### src/rtl/i2c_bus_arb.sv
// Two-port round-robin arbiter in front of a single I2C master core.
// Latches one-cycle requests per port, issues them one at a time and returns done/err/read data.
module i2c_bus_arb #(
    parameter int BUSY_TIMEOUT = 1000
) (
    input  logic        clk,
    input  logic        rstb,
    input  logic        wr0,
    input  logic        wr1,
    input  logic        rd0,
    input  logic        rd1,
    input  logic [6:0]  adr0,
    input  logic [6:0]  adr1,
    input  logic [31:0] wr_data0,
    input  logic [31:0] wr_data1,
    input  logic [2:0]  wr_bytes0,
    input  logic [2:0]  wr_bytes1,
    input  logic [2:0]  rd_bytes0,
    input  logic [2:0]  rd_bytes1,
    output logic        busy0,
    output logic        busy1,
    output logic        done0,
    output logic        done1,
    output logic        err0,
    output logic        err1,
    output logic [31:0] rd_data0,
    output logic [31:0] rd_data1,
    output logic        wr,
    output logic        rd,
    output logic [6:0]  adr,
    output logic [31:0] wr_data,
    output logic [2:0]  wr_bytes,
    output logic [2:0]  rd_bytes,
    input  logic        busy,
    input  logic [31:0] rd_data
);
    localparam int CW = $clog2(BUSY_TIMEOUT + 1);
    // WAIT_HI spans BUSY_TIMEOUT-1 cycles so err lands BUSY_TIMEOUT cycles after ISSUE
    localparam logic [CW-1:0] TMO_LOAD = CW'(BUSY_TIMEOUT - 2);

    typedef enum logic [2:0] {S_IDLE, S_ISSUE, S_WAIT_HI, S_WAIT_LO, S_DONE} state_t;

    state_t           state_q, state_d;
    logic [1:0]       pend_q, pend_d, pop_q, pop_d;
    logic [1:0][6:0]  padr_q, padr_d;
    logic [1:0][31:0] pdat_q, pdat_d;
    logic [1:0][2:0]  pwb_q, pwb_d, prb_q, prb_d;
    logic             gnt_q, gnt_d, last_q, last_d;
    logic [CW-1:0]    cnt_q, cnt_d;
    logic             wr_q, wr_d, rd_q, rd_d;
    logic [6:0]       adr_q, adr_d;
    logic [31:0]      wdat_q, wdat_d;
    logic [2:0]       wb_q, wb_d, rb_q, rb_d;
    logic [1:0]       done_q, done_d, err_q, err_d;
    logic [1:0][31:0] rdd_q, rdd_d;

    logic [1:0]       s_wr, s_req, s_ok;
    logic [1:0][6:0]  s_adr;
    logic [1:0][31:0] s_dat;
    logic [1:0][2:0]  s_wb, s_rb;

    function automatic logic cnt_ok(input logic [2:0] n);
        return (n != 3'd0) && (n <= 3'd4);
    endfunction

    assign s_wr  = {wr1, wr0};
    assign s_req = ({wr1, wr0} | {rd1, rd0}) & ~pend_q;
    assign s_adr = {adr1, adr0};
    assign s_dat = {wr_data1, wr_data0};
    assign s_wb  = {wr_bytes1, wr_bytes0};
    assign s_rb  = {rd_bytes1, rd_bytes0};
    assign s_ok  = {cnt_ok(wr1 ? wr_bytes1 : rd_bytes1), cnt_ok(wr0 ? wr_bytes0 : rd_bytes0)};

    always_comb begin
        state_d = state_q;
        pend_d  = pend_q;
        pop_d   = pop_q;
        padr_d  = padr_q;
        pdat_d  = pdat_q;
        pwb_d   = pwb_q;
        prb_d   = prb_q;
        gnt_d   = gnt_q;
        last_d  = last_q;
        cnt_d   = cnt_q;
        wr_d    = 1'b0;
        rd_d    = 1'b0;
        adr_d   = adr_q;
        wdat_d  = wdat_q;
        wb_d    = wb_q;
        rb_d    = rb_q;
        done_d  = '0;
        err_d   = '0;
        rdd_d   = rdd_q;

        for (int p = 0; p < 2; p++) begin
            if (s_req[p] && s_ok[p]) begin
                pend_d[p] = 1'b1;
                pop_d[p]  = ~s_wr[p];
                padr_d[p] = s_adr[p];
                pdat_d[p] = s_dat[p];
                pwb_d[p]  = s_wb[p];
                prb_d[p]  = s_rb[p];
            end else if (s_req[p]) begin
                done_d[p] = 1'b1;
                err_d[p]  = 1'b1;
            end
        end

        case (state_q)
            S_IDLE: begin
                if (|pend_q) begin
                    gnt_d   = (&pend_q) ? ~last_q : pend_q[1];
                    last_d  = gnt_d;
                    wr_d    = ~pop_q[gnt_d];
                    rd_d    = pop_q[gnt_d];
                    adr_d   = padr_q[gnt_d];
                    wdat_d  = pdat_q[gnt_d];
                    wb_d    = pwb_q[gnt_d];
                    rb_d    = prb_q[gnt_d];
                    state_d = S_ISSUE;
                end
            end
            S_ISSUE: begin
                cnt_d   = TMO_LOAD;
                state_d = S_WAIT_HI;
            end
            S_WAIT_HI: begin
                if (busy) begin
                    state_d = S_WAIT_LO;
                end else if (cnt_q == '0) begin
                    state_d       = S_DONE;
                    done_d[gnt_q] = 1'b1;
                    err_d[gnt_q]  = 1'b1;
                end else begin
                    cnt_d = cnt_q - CW'(1);
                end
            end
            S_WAIT_LO: begin
                if (!busy) begin
                    state_d       = S_DONE;
                    done_d[gnt_q] = 1'b1;
                    if (pop_q[gnt_q]) rdd_d[gnt_q] = rd_data;
                end
            end
            S_DONE: begin
                pend_d[gnt_q] = 1'b0;
                state_d       = S_IDLE;
            end
            default: state_d = S_IDLE;
        endcase
    end

    always_ff @(posedge clk or negedge rstb) begin
        if (!rstb) begin
            state_q <= S_IDLE;
            pend_q  <= '0;
            pop_q   <= '0;
            padr_q  <= '0;
            pdat_q  <= '0;
            pwb_q   <= '0;
            prb_q   <= '0;
            gnt_q   <= 1'b0;
            last_q  <= 1'b1;
            cnt_q   <= '0;
            wr_q    <= 1'b0;
            rd_q    <= 1'b0;
            adr_q   <= 7'h27;
            wdat_q  <= '0;
            wb_q    <= '0;
            rb_q    <= '0;
            done_q  <= '0;
            err_q   <= '0;
            rdd_q   <= '0;
        end else begin
            state_q <= state_d;
            pend_q  <= pend_d;
            pop_q   <= pop_d;
            padr_q  <= padr_d;
            pdat_q  <= pdat_d;
            pwb_q   <= pwb_d;
            prb_q   <= prb_d;
            gnt_q   <= gnt_d;
            last_q  <= last_d;
            cnt_q   <= cnt_d;
            wr_q    <= wr_d;
            rd_q    <= rd_d;
            adr_q   <= adr_d;
            wdat_q  <= wdat_d;
            wb_q    <= wb_d;
            rb_q    <= rb_d;
            done_q  <= done_d;
            err_q   <= err_d;
            rdd_q   <= rdd_d;
        end
    end

    assign busy0    = pend_q[0];
    assign busy1    = pend_q[1];
    assign done0    = done_q[0];
    assign done1    = done_q[1];
    assign err0     = err_q[0];
    assign err1     = err_q[1];
    assign rd_data0 = rdd_q[0];
    assign rd_data1 = rdd_q[1];
    assign wr       = wr_q;
    assign rd       = rd_q;
    assign adr      = adr_q;
    assign wr_data  = wdat_q;
    assign wr_bytes = wb_q;
    assign rd_bytes = rb_q;
endmodule

### config.mk
export PLATFORM = sky130hd
export DESIGN_NAME = i2c_bus_arb
export DESIGN_NICKNAME = d
export VERILOG_FILES = /design/src/rtl/i2c_bus_arb.sv
export SDC_FILE = /design/constraint.sdc
export NUM_CORES = 1
export LEC_CHECK = 0
export CAP_MARGIN = 20
export CORE_UTILIZATION = 30
export DETAILED_ROUTE_END_ITERATION = 6
export GPL_ROUTABILITY_DRIVEN = 0
export PLACE_DENSITY = 0.56
export SETUP_SLACK_MARGIN = 0.05
export SYNTH_ARGS = -nofsm -noshare
export SYNTH_HDL_FRONTEND = slang
export SYNTH_SLANG_ARGS = --single-unit
export TNS_END_PERCENT = 1
### constraint.sdc
create_clock -name clk -period 2.3 [get_ports clk]
set_input_delay 0.46 -clock clk [delete_from_list [all_inputs] [get_ports clk]]
set_output_delay 0.46 -clock clk [all_outputs]
set_load 0.01 [all_outputs]
==> results of run 1 <==
-- worst reg2reg max path: stages, from the launching register on --
cell      delay, ns
dfrtp_1        0.41
or4_4          0.59
or4_1          0.62
a311oi_1       0.32
a31oi_1        0.07
-- sequential cells by signal, summed over array words and instances, names as in the netlist, 2 cells and up --
signal	cells
pdat_q	64
pend_q	2
rd_bytes	3
cnt_q	10
rd_data1	32
done_q	2
padr_q	14
wr_data	32
prb_q	6
err_q	2
pop_q	2
wr_bytes	3
state_q	3
rd_data0	32
adr	7
pwb_q	6
-- what timing repair did --
item | 4_1_cts | 5_1_grt
gates resized for setup | 0 | 1
hold buffers | 1 | 0
endpoints found under the setup margin | 0 | 2
endpoints found under the hold margin | 34 | 0
-- stage by stage --
| stage | cells | area [sq um] | hold WS [ns] | power [uW] |
|---|---|---|---|---|
| floorplan | 663 | 9070 | 0.164 | 10400 |
| global placement | 1296 | 12200 | 0.381 | 13600 |
| CTS | 1340 | 13100 | 0.406 | 18100 |
| detailed placement | 1296 | 12200 | 0.376 | 13700 |
| finish | 1340 | 13100 | 0.425 | 17800 |
| global route | 1340 | 13100 | 0.429 | 19000 |
-- power groups by stage --
stage	clock network [uW]	logic, uW	registers, uW
after floorplan	0	3280	7080
after global placement	0	6780	6820
after detailed placement	0	6840	6880
after CTS	4400	6870	6820
after global routing	4560	7400	7070
final	4240	6730	6800
-- cells in the mapped netlist (2+ instances only) --
cell type / count / area share, %
o21ai_0: 58 / 3.2
or3_1: 2 / 0.14
nor3_1: 4 / 0.22
a21oi_1: 7 / 0.39
buf_2: 15 / 0.83
nor2b_1: 5 / 0.34
clkbuf_1: 20 / 0.83
a2111o_1: 2 / 0.25
or2_2: 2 / 0.14
nor3b_1: 5 / 0.41
dfrtp_1: 219 / 60
mux2_2: 154 / 19
o31ai_1: 3 / 0.25
nand2_1: 49 / 2.0
nor4_1: 3 / 0.21
ha_1: 2 / 0.28
or4_1: 4 / 0.33
nand2b_1: 4 / 0.28
buf_1: 2 / 0.083
nor2_1: 9 / 0.37
a31oi_1: 2 / 0.14
o21a_1: 3 / 0.25
nand3_1: 6 / 0.33
mux2i_1: 49 / 5.4
dfstp_2: 5 / 1.4
inv_1: 9 / 0.37
-- layer usage --
layer	up-vias	part of all wire (%)	track usage, %
li1	2903	-	-
met1	2978	45	19.5
met2	208	43	22.4
met3	27	9.9	5.76
met4	0	2.1	3.12
met5	-	0	0
-- final cells by class --
cell class / count / area [sq um]
multi-input combinational: 393 / 3290
clock inverter: 8 / 144
sequential: 224 / 5610
clock buffer: 35 / 733
inverter: 9 / 33.8
timing repair buffer: 281 / 2820
tap: 390 / 488
fill: 2737 / 16600
-- final timing paths --
check / from / end / slack, ns / depth (start not counted)
worst max register to register: cnt_q[6] / cnt_q[2] / 0.17 / 4
max in group asynchronous: rstb / adr[1] / 1.15 / 3
worst max-delay path: pend_q[0] / busy0 / 0.11 / 1
worst min register to register: wr_data[18] / wr_data[18] / 0.48 / 2
worst min-delay path: rstb / rd_data1[6] / 0.42 / 2
min in group clk: wr_data[18] / wr_data[18] / 0.48 / 2
-- logic make-up after synthesis --
kind of cell	Yosys count	synth area share [%]
buf+inv	46	2.11
simple gates	101	5.59
flops	224	61.9
fa+ha+maj	2	0.276
mux	204	24.7
compound gates	86	5.50
==> run_results.csv, run 1 <==
group,metric,value,unit
timing,period_share,95.4,%
critical_path,crit_chain,"clkdlybuf4s50_1",
power_and_ir_drop,p_comb_share,37.9,%
global_route,grt_pass1_wl,35900,um
critical_path,arrival,1.73,ns
power_and_ir_drop,power_density,1350,nW/um^2
floorplanning,ios,246,
route,wl_per_cell,16.5,um
synth,syn-num-nets,794,
critical_path,cp_num_buf_inv,1,
timing,slew_headroom,60.3,%
clock_network,post_cts_buffers,0,
synth,yosysSeqAreaShare,61.9,%
clock_network,cts_root_buffer,"clkbuf_16",
critical_path,cp_max_fo,8,
timing,fin_tns_setup,0,ns
critical_path,crit_path_end_kind,"output port",
power_and_ir_drop,sequentialPowerShare,38.3,%
synth,syn_area_per_cell,13.7,sq um
floorplanning,rows,63,
global_route,grt_pass1_vias,6410,
clock_network,cts_sinks,224,
power_and_ir_drop,power_frac_clock,23.9,%
floorplanning,fp.coreArea,29700,sq um
synth,ys_seq_elements,224,
critical_path,cp-start-kind,"register",
route,antenna_left,0,
finish,area_delta_synth_final,44.7,%
timing,fmax,456,MHz
synth,yosys_warnings,0,
power_and_ir_drop,swShare,30.2,%
critical_path,crit_path_top_delay_cell,"clkdlybuf4s50_1",
placement,io_buffers,245,
placement,pre_cts_slack,-0.133,ns
power_and_ir_drop,ir_drop,698,uV
synth,synth-async-reset-ratio,100,%
timing,setup_violations,0,
floorplanning,start_util,30.5,%
critical_path,required,1.84,ns
synth,syn_area,9070,sq um
job,cap_viol_max_count,0,
synth,synthCells,663,
critical_path,path_class,"reg2out",
hold_path,min_path_type,"in2async",
global_route,antenna_found_initial,1,
timing,finalHoldViolCount,0,
status,status,"finished clean",
timing,rsz0062_at_grt,"yes",
clock_network,htreeDepth,1,
clock_network,cts_tree,"yes",
critical_path,slowest_delay,0.66,ns
timing,slew_violations,0,
route,vias,6116,
floorplanning,dieArea,30900,sq um
global_route,grt_max_degree,70,
power_and_ir_drop,internal_power,12400,uW
route,vias_per_cell,4.56,
critical_path,cp_top_family,"buffers and inverters",
route,drcViolationCount,0,
route,drt_first_iter_violations,219,
finish,drive_above_1_share,25.7,%
finish,mostFrequentLayoutCells,"clkdlybuf4s50_1, dfrtp_1, mux2_2",
route,drt_first_pass_iters,4,
floorplanning,die_width,176,um
power_and_ir_drop,leakage,0.00558,uW
timing,worst_slew_pin_slew,0.596,ns
clock_network,cts.clk_slew.worst_paths,0.06,ns
timing,final.setup_skew,0.0152,ns
clock_network,clkLatencyLatePin,0.52,ns
timing,period_minus_slack,2.19,ns
finish,antennaDiodeCount,0,
finish,final_util,44.1,%
floorplanning,fp.dieH,176,um
power_and_ir_drop,switching_power,5360,uW
synth,ys_types,46,
synth,synth_enable_flop_cells,0,
clock_network,cts_buffer_depth,3,
synth,ys.flop_type,"dfrtp_1",
placement,hpwl,15500,um
global_route,track_usage,14.6,%
global_route,overflow,0,
route,drt_wl_total,22100,um
finish,final_common_cell,"clkdlybuf4s50_1",
finish,nNetsFinal,1065,
timing,fin_ws,0.106,ns
clock_network,cts_made_buffers,25,
Power figures use the tool's default switching activity.
==> inputs of run 2 (changes only) <==
- SETUP_SLACK_MARGIN: 0.05 -> default
==> run 2 against run 1 <==
Against the previous run: hold slack about the same; via count unchanged; worst setup slack unchanged; sequential power about the same; count of clock-buffer cells in the layout unchanged; design area about the same; maximum frequency unchanged; register-to-register slack about the same; clock skew unchanged; first-iteration DRC count unchanged; global-route usage unchanged; largest power group unchanged; critical path type unchanged.
==> run_results.csv, run 2 (synthesized netlist as in run 1, its figures left out) <==
group,metric,value,unit
status,status,"finished clean",
timing,period_minus_slack,2.19,ns
timing,worst_slew_pin_slew,0.596,ns
power_and_ir_drop,power_density,1350,nW/um^2
route,drt_first_iter_violations,219,
timing,fin_ws,0.106,ns
global_route,grt_pass1_wl,35900,um
route,vias,6116,
placement,place_area,12200,sq um
clock_network,cts_sinks,224,
timing,slew_headroom,60.3,%
critical_path,slowest_delay,0.66,ns
route,vias_per_cell,4.56,
route,drcViolationCount,0,
global_route,track_usage,14.6,%
clock_network,post_cts_buffers,0,
critical_path,crit_path_top_delay_cell,"clkdlybuf4s50_1",
clock_network,cts_root_buffer,"clkbuf_16",
critical_path,crit_path_end_kind,"output port",
placement,pre_cts_slack,-0.133,ns
finish,final_util,44.1,%
power_and_ir_drop,ir_drop,698,uV
finish,mostFrequentLayoutCells,"clkdlybuf4s50_1, dfrtp_1, mux2_2",
floorplanning,start_util,30.5,%
timing,slew_violations,0,
critical_path,crit_chain,"clkdlybuf4s50_1",
critical_path,cp-start-kind,"register",
route,wl_per_cell,16.5,um
timing,finalHoldViolCount,0,
finish,design_area,13100,sq um
clock_network,cts_buffer_depth,3,
timing,final.setup_skew,0.0152,ns
power_and_ir_drop,leakage,0.00558,uW
clock_network,cts_made_buffers,25,
critical_path,cp_max_fo,8,
hold_path,min_path_type,"in2async",
job,cap_viol_max_count,0,
route,antenna_left,0,
floorplanning,dieArea,30900,sq um
timing,period_share,95.4,%
power_and_ir_drop,total_power,17800,uW
finish,nNetsFinal,1065,
clock_network,htreeDepth,1,
finish,num-fill-cells,2738,
floorplanning,fp.coreArea,29700,sq um
finish,largest_register_ffs,64,
timing,rsz0062_at_grt,"no",
route,drt_wl_total,22100,um
finish,antennaDiodeCount,0,
finish,drive_above_1_share,25.6,%
timing,setup_violations,0,
critical_path,required,1.84,ns
critical_path,cp.depth,1,
critical_path,cp_top_family,"buffers and inverters",
clock_network,clkLatencyLatePin,0.52,ns
floorplanning,fp.dieH,176,um
finish,final_common_cell,"clkdlybuf4s50_1",
global_route,grt_pass1_vias,6410,
placement,hpwl,15500,um
critical_path,cp_num_buf_inv,1,
timing,fmax,456,MHz
clock_network,cts_tree,"yes",
global_route,overflow,0,
critical_path,rr_worst_depth,4,
floorplanning,rows,63,
route,drt_first_pass_iters,4,
critical_path,arrival,1.73,ns
finish,area_delta_synth_final,44.6,%
floorplanning,die_width,176,um
clock_network,ctsResizeCount,0,
placement,io_buffers,245,
global_route,grt_max_degree,70,
floorplanning,ios,246,
clock_network,cts.clk_slew.worst_paths,0.06,ns
critical_path,path_class,"reg2out",
finish,largest-register,"pdat_q",
global_route,antenna_found_initial,1,
run 2: timing repair:
item / CTS / global route
hold buffers: 1 / 0
endpoints found under the setup margin: 0 / 0
hold endpoints to repair: 34 / 0
run 2: metrics by stage:
stage / setup TNS [ns] / hold WS (ns) / instances
after CTS: 0 / 0.406 / 1340
after floorplan: 0 / 0.164 / 663
after global routing: 0 / 0.429 / 1340
after detailed placement: -3.38 / 0.376 / 1296
after global placement: -2.94 / 0.381 / 1296
final: 0 / 0.425 / 1340
run 2: worst paths after layout:
kind                              from     endpoint  slack, ns
max                          pend_q[0]        busy0       0.11
min                               rstb  rd_data1[6]       0.42
max reg2reg                   cnt_q[6]     cnt_q[2]       0.17
min reg2reg                wr_data[18]  wr_data[18]       0.48
max in group asynchronous         rstb       adr[1]       1.14
min in group clk           wr_data[18]  wr_data[18]       0.48
run 2: layer usage:
metal | vias to the layer above | part of all wire (%) | global-route usage, % | routed length, um
met3 | 27 | 9.9 | 5.76 | 2180
met1 | 2978 | 45 | 19.5 | 10000
met5 | - | 0 | 0 | 0
li1 | 2903 | - | - | -
met4 | 0 | 2.1 | 3.12 | 458
met2 | 208 | 43 | 22.4 | 9450
run 2: area by class of cell:
class                           count  area [sq um]  share of cell area [%]
Clock inverter                      8           144                    1.10
Timing Repair Buffer              281          2820                    21.5
Inverter                            9          33.8                   0.258
Clock buffer                       35           733                    5.59
Tap cell                          390           488                    3.72
Multi-Input combinational cell    393          3290                    25.1
Sequential cell                   224          5610                    42.8
run 2: power by group:
| part | leakage [uW] | internal, uW | total (uW) | switching [uW] |
|---|---|---|---|---|
| combinational | 0.00243 | 3930 | 6730 | 2800 |
| clock | 0.000435 | 2650 | 4240 | 1590 |
| sequential | 0.00272 | 5820 | 6790 | 980 |
| total | 0.00558 | 12400 | 17800 | 5360 |
